--- src/rtl/signed_divider_pkg.sv ---
// Shared ALU divider definitions: FSM state encoding, iteration count and the
// quotient returned for a zero divisor.
package signed_divider_pkg;

   localparam int ALU_WIDTH = 8;

   // One quotient bit per CALC cycle.
   localparam int DIV_ITER = ALU_WIDTH;

   // All-ones quotient reported when dividing by zero.
   localparam logic [ALU_WIDTH-1:0] DIV_ZERO_QUOT = 8'hFF;

   typedef enum logic [1:0] {
      IDLE = 2'd0,
      CALC = 2'd1,
      FIX  = 2'd2
   } div_state_t;

endpackage

--- src/rtl/abs_value.sv ---
// Two's-complement magnitude of a signed operand.
//   value     : WIDTH-bit two's-complement input
//   magnitude : WIDTH+1-bit unsigned magnitude (the most negative value maps
//               to 2**(WIDTH-1), which does not fit in WIDTH signed bits)
module abs_value #(
   parameter int WIDTH = 8
) (
   input  logic [WIDTH-1:0] value,
   output logic [WIDTH:0]   magnitude
);

   logic [WIDTH:0] ext;

   always_comb begin
      ext       = {value[WIDTH-1], value};
      magnitude = value[WIDTH-1] ? (~ext + 1'b1) : ext;
   end

endmodule

--- src/rtl/signed_divider.sv ---
// Multi-cycle signed integer divider for the ALU.
// Restoring division on operand magnitudes, one quotient bit per clock,
// followed by a single sign-fixup cycle. Results truncate toward zero and the
// remainder takes the sign of the dividend.
//
// Ports:
//   CLK         : rising-edge clock
//   RESET       : asynchronous active-low reset, aborts any division
//   START       : request pulse, only sampled while idle
//   DATA1       : dividend, two's complement
//   DATA2       : divisor, two's complement
//   QUOTIENT    : signed quotient, registered
//   REMAINDER   : signed remainder, registered
//   BUSY        : high while a division is in progress
//   DONE        : one-cycle pulse when results are valid
//   DIV_BY_ZERO : last operation had a zero divisor
//   OVERFLOW    : last operation was most-negative / -1
//
// state | meaning
// ------+---------------------------------------------------------------
// IDLE  | waiting for START; zero divisor answered directly from here
// CALC  | WIDTH shift/trial-subtract steps on the latched magnitudes
// FIX   | apply result signs, raise DONE, return to IDLE
module signed_divider
   import signed_divider_pkg::*;
#(
   parameter int WIDTH = ALU_WIDTH
) (
   input  logic             CLK,
   input  logic             RESET,
   input  logic             START,
   input  logic [WIDTH-1:0] DATA1,
   input  logic [WIDTH-1:0] DATA2,
   output logic [WIDTH-1:0] QUOTIENT,
   output logic [WIDTH-1:0] REMAINDER,
   output logic             BUSY,
   output logic             DONE,
   output logic             DIV_BY_ZERO,
   output logic             OVERFLOW
);

   localparam int CNT_W = $clog2(DIV_ITER) + 1;
   localparam logic [CNT_W-1:0] LAST_ITER = CNT_W'(DIV_ITER - 1);
   localparam logic [WIDTH-1:0] Q_LIMIT = {1'b1, {(WIDTH-1){1'b0}}};

   div_state_t       state;
   logic [WIDTH:0]   mag_a;
   logic [WIDTH:0]   mag_b;
   logic [WIDTH:0]   divisor;
   // Dividend bits shift out of the top while quotient bits shift in at
   // the bottom, so after WIDTH steps this register holds the magnitude
   // quotient.
   logic [WIDTH-1:0] dvd_q;
   // Remainder is always below the divisor magnitude (<= 2**(WIDTH-1)),
   // so WIDTH bits are enough to hold it between steps.
   logic [WIDTH-1:0] part_rem;
   logic [CNT_W-1:0] cnt;
   logic             qsign;
   logic             rsign;
   logic [WIDTH:0]   rem_shift;
   logic [WIDTH:0]   trial;
   logic             mag_a_top_unused;

   abs_value #(.WIDTH(WIDTH)) u_abs_dividend (
      .value     (DATA1),
      .magnitude (mag_a)
   );

   abs_value #(.WIDTH(WIDTH)) u_abs_divisor (
      .value     (DATA2),
      .magnitude (mag_b)
   );

   // The dividend magnitude never exceeds 2**(WIDTH-1), which is already
   // representable as an unsigned WIDTH-bit value, so its top bit is redundant.
   assign mag_a_top_unused = mag_a[WIDTH];

   // rem_shift peaks at 2*(2**(WIDTH-1)-1)+1 and the divisor at 2**(WIDTH-1),
   // so the WIDTH+1-bit difference has an unambiguous sign in its top bit.
   always_comb begin
      rem_shift = {part_rem, dvd_q[WIDTH-1]};
      trial     = rem_shift - divisor;
   end

   always_ff @(posedge CLK or negedge RESET) begin
      if (!RESET) begin
         state       <= IDLE;
         QUOTIENT    <= '0;
         REMAINDER   <= '0;
         BUSY        <= 1'b0;
         DONE        <= 1'b0;
         DIV_BY_ZERO <= 1'b0;
         OVERFLOW    <= 1'b0;
         divisor     <= '0;
         dvd_q       <= '0;
         part_rem    <= '0;
         cnt         <= '0;
         qsign       <= 1'b0;
         rsign       <= 1'b0;
      end else begin
         DONE <= 1'b0;
         case (state)
            IDLE: begin
               if (START) begin
                  if (DATA2 == '0) begin
                     QUOTIENT    <= DIV_ZERO_QUOT;
                     REMAINDER   <= DATA1;
                     DIV_BY_ZERO <= 1'b1;
                     OVERFLOW    <= 1'b0;
                     DONE        <= 1'b1;
                  end else begin
                     dvd_q       <= mag_a[WIDTH-1:0];
                     divisor     <= mag_b;
                     part_rem    <= '0;
                     cnt         <= '0;
                     qsign       <= DATA1[WIDTH-1] ^ DATA2[WIDTH-1];
                     rsign       <= DATA1[WIDTH-1];
                     DIV_BY_ZERO <= 1'b0;
                     OVERFLOW    <= 1'b0;
                     BUSY        <= 1'b1;
                     state       <= CALC;
                  end
               end
            end

            CALC: begin
               if (trial[WIDTH]) begin
                  // Trial went negative: keep the shifted remainder.
                  // A restore only happens when rem_shift < divisor, so
                  // its top bit is zero here.
                  part_rem <= rem_shift[WIDTH-1:0];
                  dvd_q    <= {dvd_q[WIDTH-2:0], 1'b0};
               end else begin
                  part_rem <= trial[WIDTH-1:0];
                  dvd_q    <= {dvd_q[WIDTH-2:0], 1'b1};
               end
               cnt <= cnt + 1'b1;
               if (cnt == LAST_ITER) begin
                  state <= FIX;
               end
            end

            FIX: begin
               // A magnitude quotient of 2**(WIDTH-1) negates onto itself,
               // so the most-negative result needs no special case; only a
               // positive one is unrepresentable.
               QUOTIENT  <= qsign ? (~dvd_q + 1'b1) : dvd_q;
               REMAINDER <= rsign ? (~part_rem + 1'b1) : part_rem;
               OVERFLOW  <= (dvd_q == Q_LIMIT) && !qsign;
               DONE      <= 1'b1;
               BUSY      <= 1'b0;
               state     <= IDLE;
            end

            default: begin
               BUSY  <= 1'b0;
               state <= IDLE;
            end
         endcase
      end
   end

endmodule

--- config.mk ---
export PLATFORM = sky130hd
export DESIGN_NAME = signed_divider
export DESIGN_NICKNAME = d
export VERILOG_FILES = /design/src/rtl/signed_divider_pkg.sv /design/src/rtl/abs_value.sv /design/src/rtl/signed_divider.sv
export SDC_FILE = /design/constraint.sdc
export NUM_CORES = 1
export LEC_CHECK = 0
export CELL_PAD_IN_SITES_DETAIL_PLACEMENT = 1
export CELL_PAD_IN_SITES_GLOBAL_PLACEMENT = 1
export CORE_ASPECT_RATIO = 0.7
export CORE_MARGIN = 3
export CORE_UTILIZATION = 43
export CTS_CLUSTER_DIAMETER = 30
export DETAILED_ROUTE_END_ITERATION = 8
export HOLD_SLACK_MARGIN = 0.03
export PLACE_DENSITY_LB_ADDON = 0.1
export SYNTH_ARGS = -nofsm -noshare
export SYNTH_HDL_FRONTEND = slang
export SYNTH_HIERARCHICAL = 1
export SYNTH_SLANG_ARGS = --single-unit
--- constraint.sdc ---
create_clock -name CLK -period 2.9 [get_ports CLK]
set_input_delay 0.435 -clock CLK [delete_from_list [all_inputs] [get_ports CLK]]
set_output_delay 0.435 -clock CLK [all_outputs]
set_load 0.01 [all_outputs]
After elaboration in Yosys (flattened, before gate mapping) --
Index checks and enable logic that the tools add are counted.
Cells by class: reduce and logical (&&, ||, !) cells 13, equality and inequality tests 8, multiplexer cells 33, bitwise gates (word level) 7, add/sub/neg operators 6
Operators with widths (number):
- 8-bit 2-to-1 mux | 12
- 8-bit case mux with 2 select lines | 4
- 8-bit by 1-bit adder with 8-bit output, second input constant | 3
- 8-bit NOT | 3
- 3-bit AND reduction | 5
- 9-bit by 1-bit adder with 9-bit output, second input constant | 1
- 9-bit 2-to-1 mux | 1
- 9-bit NOT | 1
- 9-bit subtractor | 1
- 8-bit == test, second input constant | 1
- 8-bit logical NOT | 1
- 4-bit 2-to-1 mux | 2
- 2-bit != test, second input constant | 4
- 4-bit case mux with 2 select lines | 1
- 1-bit 2-to-1 mux | 6
- 2-bit 2-to-1 mux | 3
- 1-bit case mux with 2 select lines | 3
- 4-bit by 1-bit adder with 4-bit output, second input constant | 1
- 4-bit by 3-bit == test with 1-bit output, second input constant | 1
- 2-bit case mux with 2 select lines | 1
- 2-bit AND reduction | 2
- 2-bit nonzero test | 2
- 2-bit by 1-bit == test with 1-bit output, second input constant | 1
- 2-bit == test, second input constant | 1
- other kinds (5) | 6
Word-level totals: input port bits 19, bits in registers 53, logic and storage cells 80

Logic depth before layout (Yosys ltp) --
depth after elaboration 6, gate-level depth with buffers 9, gate-level depth less buffers 8

Cells and area by module --
Netlist, hierarchy kept.
Modules (own cells, without submodules):
- signed_divider | area an instance 3010.4 µm², instances 1, cells each 325, seq. area each 1326.3 µm²
- abs_value | area an instance 175.2 µm², instances 2, cells each 23, seq. area each 0.0 µm²

Worst setup path before layout --
Ideal clock, no wire load.
path kind reg-to-reg, start reg dvd_q[7], end reg part_rem[2], arrival 2.235 ns, path slack 0.518 ns, buffers on the path 1, clock period less this slack 2.382 ns, cell stages (with the launch flop) 10, required time 2.753 ns, cells stage by stage dfrtp_1 > inv_1 > ha_1 > fa_1 > nand2b_1 > a211o_1 > a311oi_4 > or2_1 > buf_6 > o311ai_0
Between the ends: word-level cells in the longest chain between the ends 3
Ends and longest elaborated chain:
- start, declared | RTL line signed_divider.sv:53 | logic [WIDTH-1:0] dvd_q;
- start signal, assigned | RTL line signed_divider.sv:112 | dvd_q <= mag_a[WIDTH-1:0];
- start signal, assigned | RTL line signed_divider.sv:132 | dvd_q <= {dvd_q[WIDTH-2:0], 1'b0};
- start signal, assigned | RTL line signed_divider.sv:135 | dvd_q <= {dvd_q[WIDTH-2:0], 1'b1};
- 9-bit subtractor | RTL line signed_divider.sv:82 | trial = rem_shift - divisor;
- 8-bit 2-to-1 mux | RTL line signed_divider.sv:127 | if (trial[WIDTH]) begin
- 8-bit case mux with 2 select lines | RTL line signed_divider.sv:102 | case (state)
- end signal, assigned | RTL line signed_divider.sv:131 | part_rem <= rem_shift[WIDTH-1:0];
- end signal, assigned | RTL line signed_divider.sv:134 | part_rem <= trial[WIDTH-1:0];
- end, declared | RTL line signed_divider.sv:56 | logic [WIDTH-1:0] part_rem;
No other way between the ends. A chain may end at the register's enable or synchronous reset.

Worst setup path after layout --
Same ends and word-level chain as after synthesis.

==> flow_summary.yaml <==
clocking:
  cts_made_buffers: 5
  cts_tree: "done"
  h-tree-depth: 2
  cts-root-buf: "clkbuf_8"
  clock_sinks: 53
  cts_setup_buffers: 0
  clk_latency_ns: 0.32
  path_clk_slew_ns: 0.10
  clock_path_buffers: 2
timing:
  period_share: 0.907
  finalHoldViolCount: 0
  fmax_ghz: 0.380
  finalMaxSlewViolations: 0
  rsz0062_at_grt: "no"
  min_period_ns: 2.63
  tns_ns: 0
  hold_slack_ns: 0.195
  setup_violations: 0
  slew_headroom: 0.435
  clock_skew_ns: 0.00629
  tightest_slew_ns: 0.844
die:
  core-area_um2: 7420
  io-pin-count: 39
  die_h_um: 79.8
  rows: 26
  die_area_um2: 8900
  initial_core_util: 0.452
  die-width_um: 111
setup_path:
  start_kind: "register"
  worstPathMaxFanout: 10
  slowest_stage: "a311oi_4"
  cp_cell_sequence: "inv_1 -> ha_1 -> fa_1 -> nand2b_1 -> a211o_1 -> a311oi_4 -> or2_4 -> o311ai_0"
  path_buf_inv: 1
  critPathArrivalTime_ns: 2.80
  required_ns: 3.07
  crit_family: "compound AO/OA/AOI/OAI gates"
  cp_slowest_stage_delay_ns: 0.52
  reg2reg_from: "dvd_q[7]"
  cp-startpoint: "dvd_q[7]"
  path_class: "reg -> reg"
  endpoint_kind: "register"
layout:
  final_core_utilization: 0.527
  layout.nets: 438
  syn2layout_area_growth_pct: 16.8
  mostFrequentLayoutCells: "nand2_1 (61), dfrtp_1 (53), clkdlybuf4s50_1 (37), nor2_1 (33), inv_1 (23)"
  diodes: 0
  fillers: 884
  final_common_cell: "nand2_1"
  stdcell_area_um2: 3910
  layout-drive-gt1-share: 0.0961
grt:
  grtUsageTotal: 0.222
  grt-ovfl-total: 0
  grt_pass1_vias: 2907
  grt_pass1_wl_um: 15500
  antenna_found_initial: 0
  grt_start_max_net_pins: 36
drt:
  dr.pass1.iters: 4
  via_per_inst: 5.57
  via_count: 2805
  wl_um: 9200
  drc: 0
  antenna_left: 0
  wl_per_cell_um: 18.3
  drt-initial-drc-count: 147
pwr:
  powerDensity_nw_per_um2: 1130
  vdd_drop_max_uv: 527
  p_leak_nw: 1.68
logic_synthesis:
  avgSynthCellArea_um2: 9.08
  synthCells: 369
  syn_nets: 402
  ys_warn_count: 6
  syn_area_um2: 3350
place:
  place_area_um2: 3820
  place_congestion: 0.846
  hpwlAfterDp_um: 6950
  io_buffer_count: 38
outcome:
  outcome: "complete, no violations"
hold_path:
  hold_path_class: "in -> async"
flow_run:
  drv_cap: 0
[stage by stage]
stage / total power, mW / instances / setup slack, ns
after floorplan: 3.16 / 369 / 0.518
after global placement: 3.88 / 496 / 0.283
after detailed placement: 3.96 / 496 / 0.179
after CTS: 4.44 / 504 / 0.168
after global routing: 4.84 / 504 / 0.109
final: 4.42 / 504 / 0.270
[report_power, final]
part	total (mW)	leakage, nW	internal (mW)	switching, mW
sequential	1.42	0.651	1.07	0.342
combinational	2.56	0.979	1.16	1.39
clock	0.451	0.0447	0.175	0.276
[final timing paths]
check / to / slack [ns] / cells past startpoint
worst min-delay path: DIV_BY_ZERO / 0.20 / 1
worst max register to register: part_rem[2] / 0.27 / 8
max in group asynchronous: part_rem[7] / 1.90 / 2
worst max-delay path: part_rem[2] / 0.27 / 8
min in group CLK: DIV_BY_ZERO / 0.51 / 2
worst min register to register: DIV_BY_ZERO / 0.51 / 2
[what timing repair did]
action,CTS,global route
setup endpoints to repair,0,1
resized for setup,0,1
hold endpoints to repair,0,0
hold buffers,0,0
[area by class of cell]
cell class                 count  area [um2]  area share
multi-input combinational    276        1850       0.472
timing repair buffer          46         435       0.111
clock buffer                   5        68.8      0.0176
inverter                      23        86.3      0.0221
tap                           98         123      0.0313
clock inverter                 3        25.0     0.00640
sequential                    53        1330       0.339
[registers in the layout, summed over array words and instances (netlist names)]
| name | count |
|---|---|
| cnt | 4 |
| dvd_q | 8 |
| qsign | 1 |
| QUOTIENT | 8 |
| BUSY | 1 |
| OVERFLOW | 1 |
| part_rem | 8 |
| divisor | 9 |
| state | 2 |
| DIV_BY_ZERO | 1 |
| REMAINDER | 8 |
| rsign | 1 |
| DONE | 1 |
[routing by layer]
layer  GRT usage  vias up  part of all wire
met1       0.330     1385              0.53
li1            -     1360                 -
met4      0.0365        0            0.0074
met2       0.335       53              0.42
met3      0.0477        7             0.041
met5           0        -                 0
Note: power is estimated with default switching activity, not from simulation.
==> patch, RTL diff (same settings) <==
Add an input register stage for `START`, `DATA1` and `DATA2`, without a reset; this delays them by one clock.
--- a/src/rtl/signed_divider.sv
+++ b/src/rtl/signed_divider.sv
@@ -44,4 +44,14 @@
    localparam logic [WIDTH-1:0] Q_LIMIT = {1'b1, {(WIDTH-1){1'b0}}};
 
+   logic START_q;
+   logic [WIDTH-1:0] DATA1_q;
+   logic [WIDTH-1:0] DATA2_q;
+
+   always_ff @(posedge CLK) begin
+      START_q <= START;
+      DATA1_q <= DATA1;
+      DATA2_q <= DATA2;
+   end
+
    div_state_t       state;
    logic [WIDTH:0]   mag_a;
@@ -63,10 +73,10 @@
 
    abs_value #(.WIDTH(WIDTH)) u_abs_dividend (
-      .value     (DATA1),
+      .value     (DATA1_q),
       .magnitude (mag_a)
    );
 
    abs_value #(.WIDTH(WIDTH)) u_abs_divisor (
-      .value     (DATA2),
+      .value     (DATA2_q),
       .magnitude (mag_b)
    );
@@ -102,8 +112,8 @@
          case (state)
             IDLE: begin
-               if (START) begin
-                  if (DATA2 == '0) begin
+               if (START_q) begin
+                  if (DATA2_q == '0) begin
                      QUOTIENT    <= DIV_ZERO_QUOT;
-                     REMAINDER   <= DATA1;
+                     REMAINDER   <= DATA1_q;
                      DIV_BY_ZERO <= 1'b1;
                      OVERFLOW    <= 1'b0;
@@ -114,6 +124,6 @@
                      part_rem    <= '0;
                      cnt         <= '0;
-                     qsign       <= DATA1[WIDTH-1] ^ DATA2[WIDTH-1];
-                     rsign       <= DATA1[WIDTH-1];
+                     qsign       <= DATA1_q[WIDTH-1] ^ DATA2_q[WIDTH-1];
+                     rsign       <= DATA1_q[WIDTH-1];
                      DIV_BY_ZERO <= 1'b0;
                      OVERFLOW    <= 1'b0;
Check against the original RTL: not equivalent (a bounded check fails within 4 cycles, from zero or initial values and one cycle with RESET low).
==> patch against the original RTL <==
Die area is 10% higher; wire length up 3.0%; final cell count is 3.8% higher; synthesized area up 11%; combinational power decreased by 4%; count of clock-buffer cells in the layout is 5 higher; final area increased by 13%; power grew 17%; non-clock buffer count down 3; hold slack better by 0.031 ns; setup slack worse by 0.073 ns; synthesized cell count rose by 3.8%; sequential cell count grew 17.
==> patch: results (changes against the original RTL) <==
[run_status]
status=completed

[power_and_ir_drop]
leakagePower_uw=0.00189  ; +13%
max-vdd-ir-drop_uv=471  ; -11%

[critical_path]
startpoint=part_rem[4]$_DFFE_PN0P_
cp_max_fo=11  ; +1
max_stage_delay_ns=0.62  ; +0.10 ns
cp.arrival_ns=2.88  ; +0.08 ns
rrSetupSlack_ns=0.20  ; -0.07 ns
slowest_stage=a21oi_1

[final_layout]
nNetsFinal=450  ; +2.7%
largest_reg_flops=9  ; unchanged
regMostFlops=divisor
layout-drive-gt1-share=0.104  ; +0.00821
antennaDiodeCount=0  ; unchanged

[clocking]
cts_root_buffer=clkbuf_16
cts_made_buffers=9  ; +4
cts_buffer_depth=2  ; unchanged
clk_latency_ns=0.34  ; +0.02 ns
cts.clk_slew.worst_paths_ns=0.06  ; -0.04 ns
post_cts_buffers=0  ; unchanged
htreeDepth=3  ; +1
ctsResizeCount=0  ; unchanged

[timing]
finClkSkew_ns=0.00555  ; -0.000735 ns
relSlewSlack=0.354  ; -0.0806

[hold_path]
hp-class=input pin to asynchronous set/reset pin

[grt]
use_met1=0.313  ; -0.0174
met3_usage=0.0543  ; +0.00662
grt_max_degree=54  ; +50%
grt-busiest-layer=met1
grt_pass1_vias=3101  ; +6.7%
grtUsageMet2=0.302  ; -0.0331
track_usage=0.211  ; -0.0107
grt_pass1_wl_um=16100  ; +3.6%
antenna_found_initial=0  ; unchanged

[routing]
first_iter_violations=225  ; +53%
wl_per_cell_um=18.1  ; -0.72%
vias=2896  ; +3.2%
first_pass_iters=4  ; unchanged

[logic_synthesis]
ys_warn_count=6  ; unchanged
syn_nets=416  ; +3.5%

[place]
port_buffers=38  ; unchanged
dp_hpwl_um=6940  ; -0.18%
gp_congestion=0.802  ; -5.1%

[patch: critical path, delay by kind of cell (launching register included)]
kind,cells,cell delay [ns]
compound gates,4,1.30
flops,1,0.47
fa+ha+maj,1,0.40
simple gates,1,0.37
[patch: stage by stage]
stage                     instance area, um^2   util  hold slack, ns  worst slack, ns  instances
after global placement                   4130  0.510           0.467            0.418        507
after floorplan                          3710      -           0.139            0.628        383
after detailed placement                 4130  0.510           0.478            0.259        507
after CTS                                4410  0.544           0.271            0.235        523
after global routing                     4410  0.544           0.317           0.0366        523
final                                    4410  0.544           0.226            0.198        523
[patch: per-layer routing]
metal  up-vias  wire length, um
li1       1399                -
met1      1409             4940
met2        73             3940
met3        15              469
met5         -                0
met4         0              129
[patch: final timing paths]
kind,to,depth (start not counted)
max in group asynchronous,REMAINDER[6]$_DFFE_PN0P_,2
worst max-delay path,part_rem[2]$_DFFE_PN0P_,6
worst max register to register,part_rem[2]$_DFFE_PN0P_,6
worst min-delay path,cnt[3]$_DFFE_PN0P_,2
min in group CLK,DIV_BY_ZERO$_DFFE_PN0P_,2
worst min register to register,DIV_BY_ZERO$_DFFE_PN0P_,2
[patch: cell type report]
type                            instances  area, um^2
Fill cell                             927        3700
Timing Repair Buffer                   43         413
Multi-Input combinational cell        269        1840
Tap cell                              101         126
Inverter                               24        90.1
Sequential cell                        70        1670
Clock buffer                           10         239
Clock inverter                          6        37.5
[patch: power by group]
group	internal, uW	switching [uW]	total (uW)
logic	1110	1360	2470
registers	1310	353	1670
clock network	596	422	1020
